<file path="config.mk">
export PLATFORM = sky130hd
export DESIGN_NAME = adc_window_detector_flat
export DESIGN_NICKNAME = d
export VERILOG_FILES = /design/src/rtl/adc_window_detector_pkg.sv /design/src/rtl/adc_window_detector_if.sv /design/src/rtl/adc_handshake.sv /design/src/rtl/adc_window_detector.sv /design/src/flat_wrapper.sv
export SDC_FILE = /design/constraint.sdc
export NUM_CORES = 1
export LEC_CHECK = 0
export BUFFER_PORTS_ARGS = -buffer_cell sky130_fd_sc_hd__buf_2
export CAP_MARGIN = 10
export CORE_MARGIN = 5
export CORE_UTILIZATION = 57
export CTS_BUF_LIST = sky130_fd_sc_hd__clkbuf_8 sky130_fd_sc_hd__clkbuf_16
export CTS_CLUSTER_DIAMETER = 50
export DETAILED_ROUTE_END_ITERATION = 16
export PLACE_DENSITY = 0.79
export SLEW_MARGIN = 20
export SYNTH_ARGS = -nofsm -noshare
export SYNTH_HDL_FRONTEND = slang
export SYNTH_SLANG_ARGS = --single-unit
</file>
<file path="constraint.sdc">
create_clock -name i_clock -period 4.27 [get_ports i_clock]
set_clock_uncertainty 0.1 [all_clocks]
set_input_delay 1.0675 -clock i_clock [delete_from_list [all_inputs] [get_ports i_clock]]
set_output_delay 1.0675 -clock i_clock [all_outputs]
set_load 0.05 [all_outputs]
</file>
<file path="src/rtl/adc_window_detector_pkg.sv">
// Shared types and constants for the ADC window detector.
// Imported by the handshake and the window datapath.
package adc_win_pkg;

    typedef enum logic [2:0] {
        IDLE,
        REQ,
        WAIT,
        CAPT,
        EVAL
    } state_t;

    localparam logic MODE_BLOCK = 1'b0;
    localparam logic MODE_SLIDE = 1'b1;

    localparam int N_MIN = 2;
    localparam int N_MAX = 16;

    function automatic bit n_is_legal(input int n);
        return (n >= N_MIN) && (n <= N_MAX);
    endfunction

endpackage

</file>
<file path="src/rtl/adc_window_detector_if.sv">
// ADC conversion bus: start request out, end-of-conversion and data back.
// master = detector side, slave = converter side.
interface adc_window_detector_if #(
    parameter int W = 8
) ();
    import adc_win_pkg::*;

    logic         soc;
    logic         eoc;
    logic [W-1:0] x;

    modport master (
        output soc,
        input  eoc,
        input  x
    );

    modport slave (
        input  soc,
        output eoc,
        output x
    );

endinterface

</file>
<file path="src/rtl/adc_handshake.sv">
// soc/eoc sequencing: raises soc on start, waits for eoc low then high,
// and pulses done on the edge where eoc is seen high again.
module adc_handshake
    import adc_win_pkg::*;
(
    input  logic i_clock,
    input  logic i_reset,
    input  logic i_start,
    input  logic i_eoc,
    output logic o_soc,
    output logic o_done
);

    state_t r_state;
    state_t w_next;
    logic   r_soc;

    always_ff @(posedge i_clock) begin
        if (i_reset) begin
            r_state <= IDLE;
            r_soc   <= 1'b0;
        end else begin
            r_state <= w_next;
            r_soc   <= (w_next == REQ);
        end
    end

    always_comb begin
        w_next = r_state;
        o_done = 1'b0;
        unique case (r_state)
            IDLE: if (i_start) w_next = REQ;
            REQ:  if (!i_eoc) w_next = WAIT;
            WAIT: begin
                if (i_eoc) begin
                    w_next = IDLE;
                    o_done = 1'b1;
                end
            end
            default: w_next = IDLE;
        endcase
    end

    assign o_soc = r_soc;

endmodule

</file>
<file path="src/rtl/adc_window_detector.sv">
// Window detector: circular sample buffer with running sum compared
// against a runtime threshold, in block or sliding window mode.
module adc_window_detector
    import adc_win_pkg::*;
#(
    parameter int W    = 8,
    parameter int N    = 3,
    parameter int SUMW = W + $clog2(N + 1)
) (
    input  logic            i_clock,
    input  logic            i_reset,
    input  logic            i_en,
    input  logic            i_mode,
    input  logic [SUMW-1:0] i_thr,
    adc_window_detector_if.master adc,
    output logic            o_out,
    output logic            o_out_valid,
    output logic [SUMW-1:0] o_sum
);

    localparam int PW = $clog2(N);
    localparam int FW = $clog2(N + 1);

    if (!n_is_legal(N)) begin : g_n_check
        $error("adc_window_detector: N must be in 2..16");
    end

    state_t r_state;
    state_t w_next;
    logic   w_start;
    logic   w_done;
    logic   w_soc;

    adc_handshake u_hs (
        .i_clock (i_clock),
        .i_reset (i_reset),
        .i_start (w_start),
        .i_eoc   (adc.eoc),
        .o_soc   (w_soc),
        .o_done  (w_done)
    );

    assign adc.soc = w_soc;

    always_ff @(posedge i_clock) begin
        if (i_reset) r_state <= IDLE;
        else         r_state <= w_next;
    end

    // REQ here covers the whole handshake; the sub-module splits REQ/WAIT
    always_comb begin
        w_next  = r_state;
        w_start = 1'b0;
        unique case (r_state)
            IDLE: begin
                if (i_en) begin
                    w_next  = REQ;
                    w_start = 1'b1;
                end
            end
            REQ:  if (w_done) w_next = CAPT;
            CAPT: w_next = EVAL;
            EVAL: begin
                if (i_en) begin
                    w_next  = REQ;
                    w_start = 1'b1;
                end else begin
                    w_next = IDLE;
                end
            end
            default: w_next = IDLE;
        endcase
    end

    logic [W-1:0]    r_buf [N];
    logic [PW-1:0]   r_wp;
    logic [FW-1:0]   r_fill;
    logic [SUMW-1:0] r_sum;
    logic            r_out;
    logic            r_out_valid;
    logic            r_mode_last;
    logic            r_mode_vld;

    logic            w_full;
    logic [SUMW-1:0] w_old;
    logic            w_mode_chg;

    assign w_full     = (r_fill == FW'(N));
    assign w_old      = w_full ? SUMW'(r_buf[r_wp]) : '0;
    assign w_mode_chg = r_mode_vld && (i_mode != r_mode_last);

    always_ff @(posedge i_clock) begin
        if (r_state == CAPT) r_buf[r_wp] <= adc.x;
    end

    always_ff @(posedge i_clock) begin
        if (i_reset) begin
            r_wp        <= '0;
            r_fill      <= '0;
            r_sum       <= '0;
            r_out       <= 1'b0;
            r_out_valid <= 1'b0;
            r_mode_last <= MODE_BLOCK;
            r_mode_vld  <= 1'b0;
        end else begin
            r_out_valid <= 1'b0;
            if (r_state == CAPT) begin
                r_sum <= r_sum + SUMW'(adc.x) - w_old;
                r_wp  <= (r_wp == PW'(N - 1)) ? '0 : r_wp + PW'(1);
                if (!w_full) r_fill <= r_fill + FW'(1);
            end
            if (r_state == EVAL) begin
                r_mode_last <= i_mode;
                r_mode_vld  <= 1'b1;
                // a mode switch restarts the window without a decision
                if (w_mode_chg) begin
                    r_fill <= '0;
                    r_sum  <= '0;
                end else if (w_full) begin
                    r_out       <= (r_sum >= i_thr);
                    r_out_valid <= 1'b1;
                    if (i_mode == MODE_BLOCK) begin
                        r_fill <= '0;
                        r_sum  <= '0;
                    end
                end
            end
        end
    end

    assign o_out       = r_out;
    assign o_out_valid = r_out_valid;
    assign o_sum       = r_sum;

endmodule

</file>
<file path="src/flat_wrapper.sv">
// flat-port wrapper written by rule: the top's interface ports become plain ports
module adc_window_detector_flat import adc_win_pkg::*;
#(
    parameter int W    = 8,
    parameter int N    = 3,
    parameter int SUMW = W + $clog2(N + 1)
)
  (i_clock, i_reset, i_en, i_mode, i_thr, o_out, o_out_valid, o_sum, adc_soc, adc_eoc, adc_x);
  adc_window_detector_if #(.W(W)) adc_i ();
  input  logic i_clock;
  input  logic i_reset;
  input  logic i_en;
  input  logic i_mode;
  input  logic [SUMW-1:0] i_thr;
  output logic o_out;
  output logic o_out_valid;
  output logic [SUMW-1:0] o_sum;
  output wire logic [$bits(adc_i.soc)-1:0] adc_soc;
  input wire logic [$bits(adc_i.eoc)-1:0] adc_eoc;
  input wire logic [$bits(adc_i.x)-1:0] adc_x;
  assign adc_soc = adc_i.soc;
  assign adc_i.eoc = adc_eoc;
  assign adc_i.x = adc_x;
  adc_window_detector #(.W(W), .N(N), .SUMW(SUMW)) u_core (.i_clock(i_clock), .i_reset(i_reset), .i_en(i_en), .i_mode(i_mode), .i_thr(i_thr), .adc(adc_i), .o_out(o_out), .o_out_valid(o_out_valid), .o_sum(o_sum));
endmodule
</file>
==> metrics, run 1 <==
outcome complete, no violations; NetSw 0.2025 mW; DRC Markers 0; final hold viol count 0; io pins 36; I/O Buffers 35; Avg WL per Cell 13.09 um; min Tclk post-route 3458 ps; post-cts sizing count 0; mapped cell area 0.002758 sq mm; drt total wl 5106 um; post-synth cell types 41; Yosys reg bits 51; CORE AREA 0.004723 sq mm; Top FF cell, synth dfxtp_1; ANT nets after route 0; final net count 373; Crit Path Category register to register; antenna violations before repair 0; Pre-antenna DRT Iters 4; crit path DAT 3610 ps; Yosys top cell area share 26.13%; most frequent cell after synthesis inv_1; TritonCTS buffer count 5; crit path capture type register; Fin Setup TNS 0 ps; crit path launch type register; final instance area 0.003087 sq mm; vias per cell 5.259; fmax 0.2892 GHz; largest net degree at the start of global routing 19; Post-synth top cells inv_1, nor2_1, a21oi_1, dfxtp_1, edfxtp_1; Num Clock Sinks 51; max_slew headroom 53.01%; RSZ-0062 raised after global routing false; Fin Hold WS 367.9 ps; Avg Cell Area, Syn 9.642 sq um; hold buffer count at CTS 0; Iter 0 DRT Violations 104; Yosys Warn Count 0; Reg2Reg Setup Slack 810 ps; Worst Hold Class register to register; Seq/Total Area, Yosys 45.74%; EDFF count, synth 24; Seq pwr share 59.3%; GRT Overall Usage 17.28%; GPL Wtd Cong 0.8189; cells after synthesis 286; syn_nets 337; starting density of the core 58.38%; H-tree depth 2; routed vias 2051; Internal Power 0.6638 mW; placed wire-length estimate 3794 um; Clock transition at path regs 90 ps; path depth of the worst reg2reg path 13; via count of the first global-routing pass 1973; area grow syn2layout 11.93%; fillers 407; pwr/cell area 280.7 mW/mm^2; layout cells sized above 1 14.55%; Final setup viols 0; worst hold path cell count 2; CTS tree built; buffer count from post-CTS setup fixing 0; asr flop ratio synth 0%; Root Buffer clkbuf_8; Synth area leader edfxtp_1; power share of the clock group 30.3%; Net Sw Frac 23.38%; Cell Area, Placed 0.002997 sq mm; Pleak 1.375 nW; Max Slew Vio Count 0; ranking of synthesized cells by area edfxtp_1, dfxtp_1, ha_1, inv_1, fa_1; Comb power frac 10.3%; VDD IR max 0.0002301 V; period utilisation layout 80.98%; actual slew at the worst max-slew pin 701.8 ps; Row Count 25; width of the die 79.56 um; worst-skew pair later-pin latency 300 ps; Remaining Overflow, GRT 0; crit path max fanout 8; MaxCap Viol Count 0; clock tree buffer depth 2; first-pass GRT wire length 8528 um; WP data required 4420 ps; Chip Height 79.56 um; ant diodes 0; die area 0.006329 sq mm
[cells by family (layout without fill, tap and decap cells)]
logic type | count (synthesis) | in the layout | synth area share, %
AOI/OAI and AO/OA | 59 | 59 | 13.57
xor gates and xnor gates | 6 | 6 | 1.906
adders and majority gates | 28 | 28 | 14.88
buffers and inverters | 53 | 90 | 7.259
DFF | 51 | 51 | 45.74
muxes | 9 | 9 | 3.267
other | 1 | 1 | 0.1360
and+or+nand+nor | 79 | 79 | 13.25
[path summary, 6_finish.rpt]
check / endpoint / startpoint
worst max-delay path: u_core.o_sum[9] / register
worst min register to register: u_core.o_sum[0] / u_core.o_sum[0]
worst min-delay path: u_core.o_sum[0] / u_core.o_sum[0]
worst max register to register: u_core.o_sum[9] / register
[through the flow]
step                      power [mW]  utilization (%)  setup slack (ps)  std cells
after CTS                     0.8765            65.25             760.1        390
final                         0.8663            65.35             812.1        390
after global routing          0.9075            65.35             548.6        390
after global placement        0.6116            63.44             764.0        382
after floorplan               0.5886                -             973.6        286
after detailed placement      0.6142            63.44             665.0        382
[final cells by class]
type | count | area, sq um | area share, %
Clock inverter | 3 | 16.27 | 0.5270
Timing Repair Buffer | 36 | 182.7 | 5.918
Inverter | 46 | 172.7 | 5.594
Multi-Input combinational cell | 182 | 1301 | 42.16
Sequential cell | 51 | 1261 | 40.86
Clock buffer | 5 | 68.82 | 2.229
Tap cell | 67 | 83.83 | 2.716
[layer usage]
metal | GRT usage (%) | vias to the layer above | wire (um)
li1 | - | 1036 | -
met1 | 19.30 | 975 | 2151
met2 | 31.72 | 28 | 2721
met3 | 3.950 | 12 | 127
met4 | 6.357 | 0 | 106
met5 | 0 | - | 0
[sequential cells by signal (all words and copies together), names as in the netlist, named ones only]
| name | flops |
|---|---|
| u_core.r_buf | 24 |
| u_core.r_state | 3 |
| u_core.r_fill | 2 |
| u_core.o_out_valid | 1 |
| u_core.o_sum | 10 |
| u_core.r_mode_vld | 1 |
| u_core.r_wp | 2 |
| u_core.u_hs.r_state | 3 |
| u_core.u_hs.o_soc | 1 |
| u_core.r_mode_last | 1 |
| u_core.o_out | 1 |
[power by group through the flow]
stage / Combinational, mW / Clock, mW / Sequential (mW)
final: 0.0894 / 0.263 / 0.514
after global routing: 0.102 / 0.291 / 0.515
after CTS: 0.0900 / 0.272 / 0.514
after detailed placement: 0.0888 / 0 / 0.525
after global placement: 0.0863 / 0 / 0.525
after floorplan: 0.0618 / 0 / 0.527
[placed cells by master, fill, tap and decap left out, types with 2 or more instances in the layout]
master	instances
inv_1	47
buf_2	35
nor2_1	34
a21oi_1	27
dfxtp_1	27
edfxtp_1	24
ha_1	20
nand2_1	19
mux2i_1	9
a21o_1	8
fa_1	8
nor3_1	5
nor2b_1	5
clkbuf_8	5
nand3_1	4
xnor2_1	4
o21a_1	3
o21ai_0	3
a31oi_1	3
a211oi_1	3
xor2_1	2
a2111oi_0	2
o31ai_1	2
a21o_2	2
nand4_1	2
[worst max-delay path: stages, from the launching register on]
cell	delay, ps
dfxtp_1	640
mux2i_1	240
nor2_1	70
a21oi_1	140
nor2_1	60
fa_1	540
inv_1	60
ha_1	280
a21o_2	130
nand4_1	130
a211o_1	340
and4_4	180
or4_1	390
nand2_1	70
(Power assumes the default switching activity.)
==> inputs of run 2 (changes only) <==
ABC_AREA = 1   (was not set)
CORE_UTILIZATION = 52   (was 57)
PLACE_DENSITY = 0.75   (was 0.79)
clock period = 2.99 ns   (was 4.27 ns; I/O delays follow)
==> run 2 against run 1 <==
Net effect:
- critical path depth increased by 1
- final area increased by 7.5%
- synthesized area increased by 6.9%
- sequential power increased by 43%
- synthesized cell count increased by 23%
- count of clock-buffer cells in the layout unchanged
- non-clock buffer count increased by 5
- register-to-register slack got worse by 580 ps
- maximum frequency increased by 25%
- setup slack got worse by 580 ps
- final cell count increased by 20%
- highest routed layer unchanged
==> metrics, run 2 <==
ranking of synthesized cells by area edfxtp_1, dfxtp_1, inv_1, ha_1, nand2_1; Crit Path Category register to register; crit path launch type register; asr flop ratio synth 0% (unchanged); min Tclk post-route 2761 ps (-697.3 ps); routed vias 2294 (+12%); vias per cell 4.912 (-6.6%); crit path capture type register; DRC Markers 0 (unchanged); Avg WL per Cell 12.00 um (-8.3%); critical-path cell list buf_4 > mux2_2 > o21ai_0 > inv_1 > fa_2 > inv_1 > ha_1 > nand3_1 > nand3_1 > nand2_1 > a21o_1 > nand3_1 > nand2_1 > inv_1; Num Clock Sinks 51 (unchanged); H-tree depth 2 (unchanged); I/O Buffers 35 (unchanged); Iter 0 DRT Violations 71 (-32%); Remaining Overflow, GRT 0 (unchanged); fillers 498 (+22%); FF-to-FF End u_core.o_sum[5]; Hold Path End u_core.r_mode_vld; TritonCTS buffer count 5 (unchanged); Post-synth top cells inv_1, nand2_1, nor2_1, dfxtp_1, edfxtp_1; Root Buffer clkbuf_8; MaxCap Viol Count 0 (unchanged); worst-skew pair later-pin latency 310 ps (about the same); Yosys top cell area share 24.46% (-1.7 points); CP max stage cell fa_2; pwr/cell area 378.7 mW/mm^2 (+35%); CORE AREA 0.005507 sq mm (+17%); Yosys Warn Count 0 (unchanged); setup ws final 229.4 ps (-582.7 ps); path depth of the worst reg2reg path 14 (+1); Largest register FFs 24 (unchanged); GPL Wtd Cong 0.8115 (-0.90%); Clock transition at path regs 90 ps (about the same); first-pass GRT wire length 9970 um (+17%); CP top delay family adder cells; Synth area leader edfxtp_1; via count of the first global-routing pass 2440 (+24%); most common cell after layout, fill and taps aside inv_1; largest reg by FF count u_core.r_buf; cells after synthesis 352 (+23%); drt total wl 5606 um (+9.8%); Fin Setup TNS 0 ps (unchanged); Top FF cell, synth dfxtp_1; fmax 0.3622 GHz (+25%); die area 0.007272 sq mm (+15%); CTS tree built; Worst Hold Class register to register; buffer count from post-CTS setup fixing 0 (unchanged); ANT nets after route 0 (unchanged); post-synth cell types 29 (-29%); io pins 36 (unchanged); antenna violations before repair 0 (unchanged); WP data required 3100 ps (-1320 ps); post-layout util 60.28% (-5.1 points); Yosys reg bits 51 (unchanged); most frequent cell after synthesis inv_1; Avg Cell Area, Syn 8.371 sq um (-13%); final net count 445 (+19%); layout cells sized above 1 17.72% (+3.2 points); Pre-antenna DRT Iters 4 (unchanged); Seq/Total Area, Yosys 42.80% (-2.9 points); width of the die 85.28 um (+7.2%); EDFF count, synth 24 (unchanged); crit path DAT 2870 ps (-740 ps); final hold viol count 0 (unchanged); starting density of the core 53.51% (-4.9 points); Fin Hold WS 384.2 ps (+16.22 ps); outcome complete, no violations; Row Count 27 (+8.0%); crit path max fanout 5 (-3); Final setup viols 0 (unchanged); ant diodes 0 (unchanged); Reg2Reg Setup Slack 230 ps (-580 ps); most frequent cells in the layout inv_1, nand2_1, nor2_1, buf_2, dfxtp_1; mapped cell area 0.002947 sq mm (+6.9%); worst hold path cell count 2 (unchanged); Max stage delay on crit path 570 ps (-70 ps); VDD IR max 0.0002194 V (-4.6%); largest net degree at the start of global routing 19 (unchanged); GRT Overall Usage 16.85% (-0.43 points); Worst Min Path Start u_core.r_mode_vld; Pleak 1.668 nW (+21%); clock tree buffer depth 2 (unchanged); period utilisation layout 92.33% (+11 points); Chip Height 85.28 um (+7.2%); syn_nets 403 (+20%); placed wire-length estimate 4400 um (+16%); Critical path buffers and inverters 4 (+3); worst slack at placement 131.1 ps (-533.9 ps); Max Slew Vio Count 0 (unchanged); area grow syn2layout 12.65%
-- run 2: changes by cell type after synthesis, sizes merged, moves of 8 or more --
cell | before | now
nand3 | 4 | 20
nand2 | 19 | 50
a21o | 10 | 1
mux2i | 9 | 0
mux2 | 0 | 8
o21ai | 3 | 14
inv | 46 | 91
-- run 2: logic make-up after synthesis --
kind of cell	Yosys count	synth area share, %
buffers and inverters	97	13.12
and+or+nand+nor	118	17.16
xor gates and xnor gates	3	0.8919
adders and majority gates	28	13.93
other	1	0.1273
DFF	51	42.80
AOI/OAI and AO/OA	46	8.917
muxes	8	3.057
-- run 2: through the flow --
stage,cell area [sq um],total power [mW],cells
global placement,3212,0.8841,459
CTS,3297,1.268,467
global route,3319,1.330,467
floorplan,2947,0.8492,352
finish,3319,1.257,467
detailed placement,3212,0.8884,459
-- run 2: worst max-delay path by stage --
stage | start | end | slack, ps | cells past startpoint
after CTS | register | u_core.o_sum[8] | 120 | 17
after detailed placement | register | u_core.o_sum[8] | 130 | 17
after global placement | register | u_core.o_sum[6] | 230 | 14
after floorplan | register | u_core.o_sum[7] | 180 | 15
after global routing | register | u_core.o_sum[7] | -0.9 | 15
final | register | u_core.o_sum[5] | 230 | 14
-- run 2: area by class of cell --
cell class,count,area (sq um),share of cell area (%)
clock buffer,5,68.82,2.073
clock inverter,3,16.27,0.4900
inverter,91,341.6,10.29
multi-input combinational,204,1320,39.77
sequential,51,1262,38.03
tap,72,90.09,2.714
timing repair buffer,41,220.2,6.634
-- run 2: routing by layer --
metal,GRT usage [%],wire length (um),up-vias
li1,-,-,1185
met1,18.15,2301,1065
met2,32.13,2970,35
met3,3.592,246,9
met4,5.755,87,0
met5,0,0,-
-- run 2: tightest hold or removal path, stage by stage, from the launching register on --
cell     delay [ps]
dfxtp_1         320
inv_1            60
a21oi_1          60
-- run 2: report_power, final --
part | switching, mW | internal, mW
clock network | 0.221 | 0.161
logic | 0.0843 | 0.0562
registers | 0.00268 | 0.732
total | 0.308 | 0.949
-- run 2: what timing repair did --
action	CTS	global route
hold buffers	0	0
setup endpoints to repair	0	6
resized for setup	0	11
